[src/rtl/arbitro_rr_pkg.sv]
// rtl/arbitro_rr_pkg.sv - shared widths and state encodings for the PCIE VC drain arbiter
package arbitro_rr_pkg;

    localparam int PCIE_DATA_WIDTH   = 10;
    localparam int PCIE_UMBRALES_L_H = 8;
    localparam int N_FIFOS           = 8;

    // Link FSM encodings, shared with the FSM that drives enable and thresholds
    typedef enum logic [1:0] {
        RESET  = 2'd0,
        INIT   = 2'd1,
        IDLE   = 2'd2,
        ACTIVE = 2'd3
    } fsm_state_t;

    typedef enum logic {
        RUN   = 1'b0,
        PAUSE = 1'b1
    } pause_state_t;

endpackage

[src/rtl/rr_priority.sv]
// rtl/rr_priority.sv - combinational round-robin pick starting just after the last grant
module rr_priority
    import arbitro_rr_pkg::*;
(
    input  logic [N_FIFOS-1:0] req,
    input  logic [2:0]         last,
    output logic [N_FIFOS-1:0] grant,
    output logic [2:0]         idx,
    output logic               valid
);

    logic [2:0] cand;

    always_comb begin
        idx   = last;
        valid = 1'b0;
        cand  = last;
        // i = N_FIFOS wraps back to last itself, so a lone requester is re-granted
        for (int i = 1; i <= N_FIFOS; i++) begin
            cand = last + 3'(i);
            if (!valid && req[cand]) begin
                valid = 1'b1;
                idx   = cand;
            end
        end
        grant = valid ? ({{(N_FIFOS-1){1'b0}}, 1'b1} << idx) : '0;
    end

endmodule

[src/rtl/arbitro_rr.sv]
// rtl/arbitro_rr.sv - round-robin drain of eight VC FIFOs into one downstream FIFO with hysteresis
module arbitro_rr
    import arbitro_rr_pkg::*;
#(
    parameter int DATA_WIDTH   = PCIE_DATA_WIDTH,
    parameter int UMBRALES_L_H = PCIE_UMBRALES_L_H
) (
    input  logic                          clk,
    input  logic                          reset,
    input  logic                          enable,
    input  logic [UMBRALES_L_H-1:0]       umbral_L,
    input  logic [UMBRALES_L_H-1:0]       umbral_H,
    input  logic [N_FIFOS-1:0]            empty_fifo,
    input  logic [N_FIFOS*DATA_WIDTH-1:0] fifo_data,
    input  logic [UMBRALES_L_H-1:0]       out_count,
    output logic [N_FIFOS-1:0]            pop,
    output logic [DATA_WIDTH-1:0]         data_out,
    output logic                          push_out,
    output logic [2:0]                    grant_idx,
    output logic                          pause,
    output logic                          idle
);

    pause_state_t        state_q;
    pause_state_t        state_d;
    logic [N_FIFOS-1:0]  grant_oh;
    logic [2:0]          grant_nxt;
    logic                any_req;
    logic                issue;
    logic [2:0]          sel_d;
    logic                inflight;

    always_ff @(posedge clk or negedge reset) begin
        if (!reset) begin
            state_q <= RUN;
        end else begin
            state_q <= state_d;
        end
    end

    // High threshold is checked first so a misconfigured L >= H parks in PAUSE
    always_comb begin
        state_d = state_q;
        if (out_count >= umbral_H) begin
            state_d = PAUSE;
        end else if ((state_q == PAUSE) && (out_count <= umbral_L)) begin
            state_d = RUN;
        end
    end

    assign pause = (state_q == PAUSE);

    rr_priority u_rr_priority (
        .req   (~empty_fifo),
        .last  (grant_idx),
        .grant (grant_oh),
        .idx   (grant_nxt),
        .valid (any_req)
    );

    // Gated by reset so no FIFO is read while the pipeline is held cleared
    assign issue = reset && enable && (state_q == RUN) && any_req;
    assign pop   = issue ? grant_oh : '0;

    always_ff @(posedge clk or negedge reset) begin
        if (!reset) begin
            grant_idx <= 3'd7;
            sel_d     <= 3'd0;
            inflight  <= 1'b0;
            push_out  <= 1'b0;
            data_out  <= '0;
            idle      <= 1'b0;
        end else begin
            if (issue) begin
                grant_idx <= grant_nxt;
                sel_d     <= grant_nxt;
            end
            inflight <= issue;
            push_out <= inflight;
            if (inflight) begin
                data_out <= fifo_data[sel_d*DATA_WIDTH +: DATA_WIDTH];
            end
            idle <= (&empty_fifo) && !issue && !inflight;
        end
    end

endmodule

[config.mk]
export PLATFORM = sky130hd
export DESIGN_NAME = arbitro_rr
export DESIGN_NICKNAME = d
export VERILOG_FILES = /design/src/rtl/arbitro_rr_pkg.sv /design/src/rtl/rr_priority.sv /design/src/rtl/arbitro_rr.sv
export SDC_FILE = /design/constraint.sdc
export NUM_CORES = 1
export LEC_CHECK = 0
export ABC_AREA = 1
export BUFFER_PORTS_ARGS = -buffer_cell sky130_fd_sc_hd__buf_2
export CAP_MARGIN = 20
export CORE_AREA = 2 2 81 83
export CTS_BUF_LIST = sky130_fd_sc_hd__clkbuf_4 sky130_fd_sc_hd__clkbuf_8
export DETAILED_ROUTE_END_ITERATION = 6
export DIE_AREA = 0 0 83 85
export PLACE_DENSITY = 0.94
export SLEW_MARGIN = 15
export SYNTH_ARGS = -nofsm -noshare
export SYNTH_HDL_FRONTEND = slang
export SYNTH_HIERARCHICAL = 1
export SYNTH_SLANG_ARGS = --single-unit
[constraint.sdc]
create_clock -name clk -period 3.5 [get_ports clk]
set_input_delay 0.35 -clock clk [delete_from_list [all_inputs] [get_ports clk]]
set_output_delay 0.35 -clock clk [all_outputs]
set_load 0.005 [all_outputs]
## After elaboration in Yosys (flattened, before gate mapping)

Cells that the tools add are included.

- Register bits: 20
- Input bits: 115

- Multiplexer cells: 36
- Multipliers: 1
- $lt $le $gt $ge: 10
- Shift-type cells: 2
- $add $sub $neg: 7
- Bitwise logic cells: 2
- Reductions and logical operators: 24

Operator list:

| cell | count |
|---|---|
| indexed part select 80 x 8 -> 10 bit | 1 |
| < comparator 3 x 4 -> 1 bit (second input constant) | 8 |
| binary-select mux 1 bit (select 3 bit) | 8 |
| 2-to-1 mux 3 bit | 8 |
| 2-to-1 mux 1 bit | 18 |
| 2-to-1 mux 8 bit | 2 |
| logical AND 1 bit | 13 |
| adder 3 bit (second input constant) | 4 |
| logical NOT 1 bit | 9 |
| >= comparator 8 bit | 1 |
| less-or-equal comparator 8 bit | 1 |
| NOT 8 bit | 1 |
| AND reduction 8 bit | 1 |
| << shifter 1 x 3 -> 8 bit (first input constant) | 1 |
| adder 3 x 2 -> 3 bit (second input constant) | 2 |
| multiplier 3 x 3 -> 6 bit (second input constant) | 1 |
| adder 3 x 1 -> 3 bit (second input constant) | 1 |
| nonzero test 2 bit | 1 |
| NOT 1 bit | 1 |

## Logic depth before layout (Yosys ltp)

- Depth after elaboration: 29
- Depth in mapped cells: 19

## By module

The synthesis kept the hierarchy.

By module, submodules not included:

| module | area each (µm²) | seq. area each (µm²) | times used | cells each |
|---|---|---|---|---|
| arbitro_rr | 2037.0 | 504.2 | 1 | 357 |
| rr_priority | 908.4 | 0.0 | 1 | 169 |

## Worst setup path after synthesis

OpenSTA, ideal clock, no wires.

- Path kind: register -> output
- From: register grant_idx[1]
- To: output port pop[0]
- Data arrival time: 2.556 ns
- Stages on the path, launching flop included: 15
- Setup slack: 0.594 ns
- Path through: dfstp_2 buf_4 inv_2 ha_1 inv_2 nand3_2 nand3_2 nand2_4 nor2_8 nand4_4 nor3_1 o211ai_1 nand4_1 clkbuf_1 nor2_1

- Elaborated cells between the ends (all ways): 57
- Classes of those cells: add/sub (7); shift (1); mux (34); reduce/logical (15)

RTL lines:

| what | RTL line | source |
|---|---|---|
| from (decl) | arbitro_rr.sv:19 | `output logic [2:0] grant_idx,` |
| from (signal assigned) | arbitro_rr.sv:75 | `grant_idx <= grant_nxt;` |
| adder 3 x 1 -> 3 bit | rr_priority.sv:20 | `cand = last + 3'(i);` |
| binary-select mux 1 bit (select 3 bit) | rr_priority.sv:21 | `if (!valid && req[cand]) begin` |
| 2-to-1 mux 1 bit (not written as such) | rr_priority.sv:21 |  |
| 2-to-1 mux 1 bit | rr_priority.sv:21 |  |
| logical NOT 1 bit | rr_priority.sv:21 |  |
| logical AND 1 bit | rr_priority.sv:21 |  |
| 2-to-1 mux 1 bit | rr_priority.sv:21 |  |
| logical NOT 1 bit | rr_priority.sv:21 |  |
| (+12 left out) | - |  |
| logical AND 1 bit | rr_priority.sv:21 |  |
| 2-to-1 mux 1 bit | rr_priority.sv:21 |  |
| logical NOT 1 bit | rr_priority.sv:21 |  |
| logical AND 1 bit | rr_priority.sv:21 |  |
| 2-to-1 mux 1 bit (*) | rr_priority.sv:21 |  |
| via any_req | arbitro_rr.sv:28 | `logic any_req;` |
| 2-to-1 mux 8 bit / logical AND 1 bit (equally long branches) | rr_priority.sv:26, arbitro_rr.sv:62 |  |
| 2-to-1 mux 8 bit (*) | arbitro_rr.sv:63 | `assign pop = issue ? grant_oh : '0;` |
| to (decl) | arbitro_rr.sv:16 | `output logic [N_FIFOS-1:0] pop,` |

The timed path passes the listed nets; every way through them passes the cells marked *. The select of a mux whose other input is x is not followed.

## Worst setup path after layout

- From: register grant_idx[1]
- To: output port pop[5]

- Word-level cells in the longest chain between the ends: 28
- Elaborated cells between the ends (all ways): 57
- Classes of those cells: add/sub (7); shift (1); mux (34); reduce/logical (15)

RTL lines:

| what | RTL line | source |
|---|---|---|
| adder 3 x 1 -> 3 bit | rr_priority.sv:20 |  |
| binary-select mux 1 bit (select 3 bit) | rr_priority.sv:21 |  |
| 2-to-1 mux 1 bit (not written as such) | rr_priority.sv:21 |  |
| 2-to-1 mux 1 bit | rr_priority.sv:21 |  |
| logical NOT 1 bit | rr_priority.sv:21 |  |
| logical AND 1 bit | rr_priority.sv:21 |  |
| 2-to-1 mux 1 bit | rr_priority.sv:21 |  |
| logical NOT 1 bit | rr_priority.sv:21 |  |
| (+14 left out) | - |  |
| logical NOT 1 bit | rr_priority.sv:21 |  |
| logical AND 1 bit | rr_priority.sv:21 |  |
| 2-to-1 mux 3 bit (*) | rr_priority.sv:21 |  |
| via grant_nxt[0] | arbitro_rr.sv:27 | `logic [2:0] grant_nxt;` |
| << shifter 1 x 3 -> 8 bit (*) | rr_priority.sv:26 | `grant = valid ? ({{(N_FIFOS-1){1'b0}}, 1'b1} << idx) : '0;` |
| 2-to-1 mux 8 bit (*) | rr_priority.sv:26 |  |
| via grant_oh[5] | arbitro_rr.sv:26 | `logic [N_FIFOS-1:0] grant_oh;` |
| 2-to-1 mux 8 bit (*) | arbitro_rr.sv:63 |  |

Marked as above.

==> flow_metrics.env <==
export IMPL_status="finished clean"
export IMPL_hold_violations=0
export IMPL_synth_edff_count=0
export IMPL_setup_slack_ps=299
export IMPL_min_period_ps=3200
export IMPL_wirelength_um=8880
export IMPL_hold_slack_ps=46.0
export IMPL_endpoint_kind="primary output"
export IMPL_grt_pass1_vias=3393
export IMPL_path_delay_family="simple AND/OR/NAND/NOR gates"
export IMPL_num_io_pins=139
export IMPL_regToRegSetupSlack_ps=680
export IMPL_maxUsedRoutingLayer="met4"
export IMPL_fmax_ghz=0.312
export IMPL_cp_max_fo=7
export IMPL_start_util_pct=47.5
export IMPL_placement_cell_area_mm2=0.00364
export IMPL_synthDistinctLibCells=32
export IMPL_first_iter_violations=154
export IMPL_tightest_slew_ps=559
export IMPL_cp_slowest_cell="dfstp_2"
export IMPL_rsz0062_at_grt="false"
export IMPL_clock_root_buffer="clkbuf_8"
export IMPL_insertion_delay_ps=250
export IMPL_final_core_util_pct=59.9
export IMPL_instances_no_fill=733
export IMPL_dr_wl_met2_um=4670
export IMPL_synth_main_ff_cell="dfrtp_1"
export IMPL_core_mm2=0.00620
export IMPL_placed_cells_incl_taps=726
export IMPL_placementRows=29
export IMPL_drive_gt1_share_pct=30.0
export IMPL_grt_max_degree=44
export IMPL_critical_path_buf_inv_count=4
export IMPL_ir_drop_mv=0.669
export IMPL_cts_buffers=3
export IMPL_clock_path_buffers=2
export IMPL_syn_avg_cell_area_um2=5.60
export IMPL_antenna_cells=0
export IMPL_routedWlPerCell_um=12.1
export IMPL_firstDrtPassIters=5
export IMPL_cts_clk_slew_worst_paths_ps=70
export IMPL_start_kind="flip-flop"
export IMPL_ys_async_sr_fraction_pct=100
export IMPL_setup_tns_ps=0
export IMPL_hpwlAfterDp_um=7450
export IMPL_drv_slew=0
export IMPL_area_growth_pct=26.3
export IMPL_finalSetupViolations=0
export IMPL_dp_slack_ps=383
export IMPL_stdcell_area_mm2=0.00372
export IMPL_cp_required_ps=3150
export IMPL_netlist_area_mm2=0.00295
export IMPL_drt_met1_wl_um=3520
export IMPL_dieArea_mm2=0.00706
export IMPL_arrival_ps=2850
export IMPL_reg2regPathDepth=15
export IMPL_cts_tree="built"
export IMPL_ys_ff_latch=20
export IMPL_slowest_delay_ps=540
export IMPL_cts_hold_repair_buffers=0
export IMPL_cap_violations=0
export IMPL_fin_skew_ps=4.57
export IMPL_min_period_over_period_pct=91.5
export IMPL_synth_warnings=6
export IMPL_relSlewSlack_pct=62.7
export IMPL_yosysSeqAreaShare_pct=17.1
export IMPL_r2r_end="sel_d[1]"
export IMPL_vias=3681
export IMPL_die_h_um=85
export IMPL_final_cell_mix="nand2_1, buf_2, nand3_1"
export IMPL_portBuffers=138
export IMPL_cts_htree_levels=1
export IMPL_critPathKind="flip-flop to primary output"
export IMPL_r2r_start="grant_idx[1]"
export IMPL_die_w_um=83
export IMPL_gp_congestion=0.930
export IMPL_clock_sinks=20
export IMPL_crit_chain="inv_2 -> ha_2 -> nand3_1 -> nand3_2 -> nand2_4 -> nor2_8 -> nand4_4 -> nor2_4 -> nand2_4 -> clkinv_4 -> nand2_2 -> nand2_2 -> nand3_1 -> nor2_1 -> inv_1 -> nor2_1 -> buf_2"
export IMPL_ant_nets=0
export IMPL_viasPerCell=5.02
export IMPL_finalPower_mw=3.21
export IMPL_nets=790
export IMPL_hp_class="primary input to async pin"
export IMPL_grt_util_all_layers_pct=24.1
export IMPL_p_per_area_mw_per_mm2=864
export IMPL_leakagePower_nw=2.31
export IMPL_antenna_found_initial=0
export IMPL_cp_num_cells=17
export IMPL_grt_pass1_wl_um=14500
export IMPL_route_met3_wl_um=536
export IMPL_synth_nets=659
export IMPL_synthCells=526
export IMPL_drc=0
export IMPL_layout_commonest_cell="nand2_1"
export IMPL_grt_remaining_overflow=0
-- sequential cells by signal (all words and copies together), names as in the netlist --
name       cells
push_out       1
inflight       1
grant_idx      3
pause          1
data_out      10
idle           1
sel_d          3
-- repair_timing --
| item | in CTS | in global routing |
|---|---|---|
| endpoints found under the setup margin | 0 | 8 |
| endpoints found under the hold margin | 0 | 0 |
| gates resized for setup | 0 | 2 |
| setup buffers | 0 | 3 |
-- area by class of cell --
class / count / area [µm²]
Multi-Input combinational cell: 421 / 2060
Tap cell: 77 / 96.3
Fill cell: 613 / 2490
Clock buffer: 4 / 55.1
Sequential cell: 20 / 504
Inverter: 65 / 249
Timing Repair Buffer: 146 / 751
-- power breakdown --
| group | internal [mW] | switching [mW] |
|---|---|---|
| logic | 0.892 | 1.71 |
| clock network | 0.0997 | 0.0673 |
| registers | 0.335 | 0.107 |
-- worst max path at each step --
stage,start,end
final,grant_idx[1],pop[5]
after global routing,grant_idx[0],pop[3]
after CTS,grant_idx[1],pop[5]
after detailed placement,grant_idx[1],pop[5]
after global placement,grant_idx[1],pop[6]
after floorplan,grant_idx[1],pop[0]
-- layer usage --
| layer | vias up | global-route usage (%) |
|---|---|---|
| li1 | 1889 | - |
| met1 | 1630 | 27.2 |
| met2 | 146 | 46.3 |
| met3 | 16 | 3.60 |
| met4 | 0 | 7.90 |
| met5 | - | 0 |
-- logic make-up (layout without fill, tap and decap cells) --
group                      after synthesis  in the layout  share of synthesized area [%]
and+or+nand+nor                        375            375                           55.9
buffers and inverters                   85            215                           13.0
adders and majority gates               18             18                           7.65
DFF                                     20             20                           17.1
AOI/OAI and AO/OA                       25             25                           4.89
xor gates and xnor gates                 3              3                           1.40
-- synthesized netlist by cell type, types with 3 or more instances --
cell type | instances | area (µm²)
nand3_1 | 63 | 315
inv_2 | 10 | 37.5
nand2_2 | 14 | 87.6
a21oi_1 | 5 | 25.0
ha_1 | 18 | 225
nand2_1 | 234 | 878
buf_2 | 8 | 40.0
clkbuf_1 | 3 | 11.3
o211ai_1 | 4 | 30.0
nor2_1 | 42 | 158
o21ai_0 | 13 | 65.1
dfstp_2 | 3 | 78.8
inv_1 | 53 | 199
dfrtp_1 | 17 | 425
buf_4 | 3 | 22.5
nand4_1 | 5 | 31.3
nand3_2 | 8 | 80.1
buf_6 | 5 | 56.3
(Power assumes the default switching activity.)
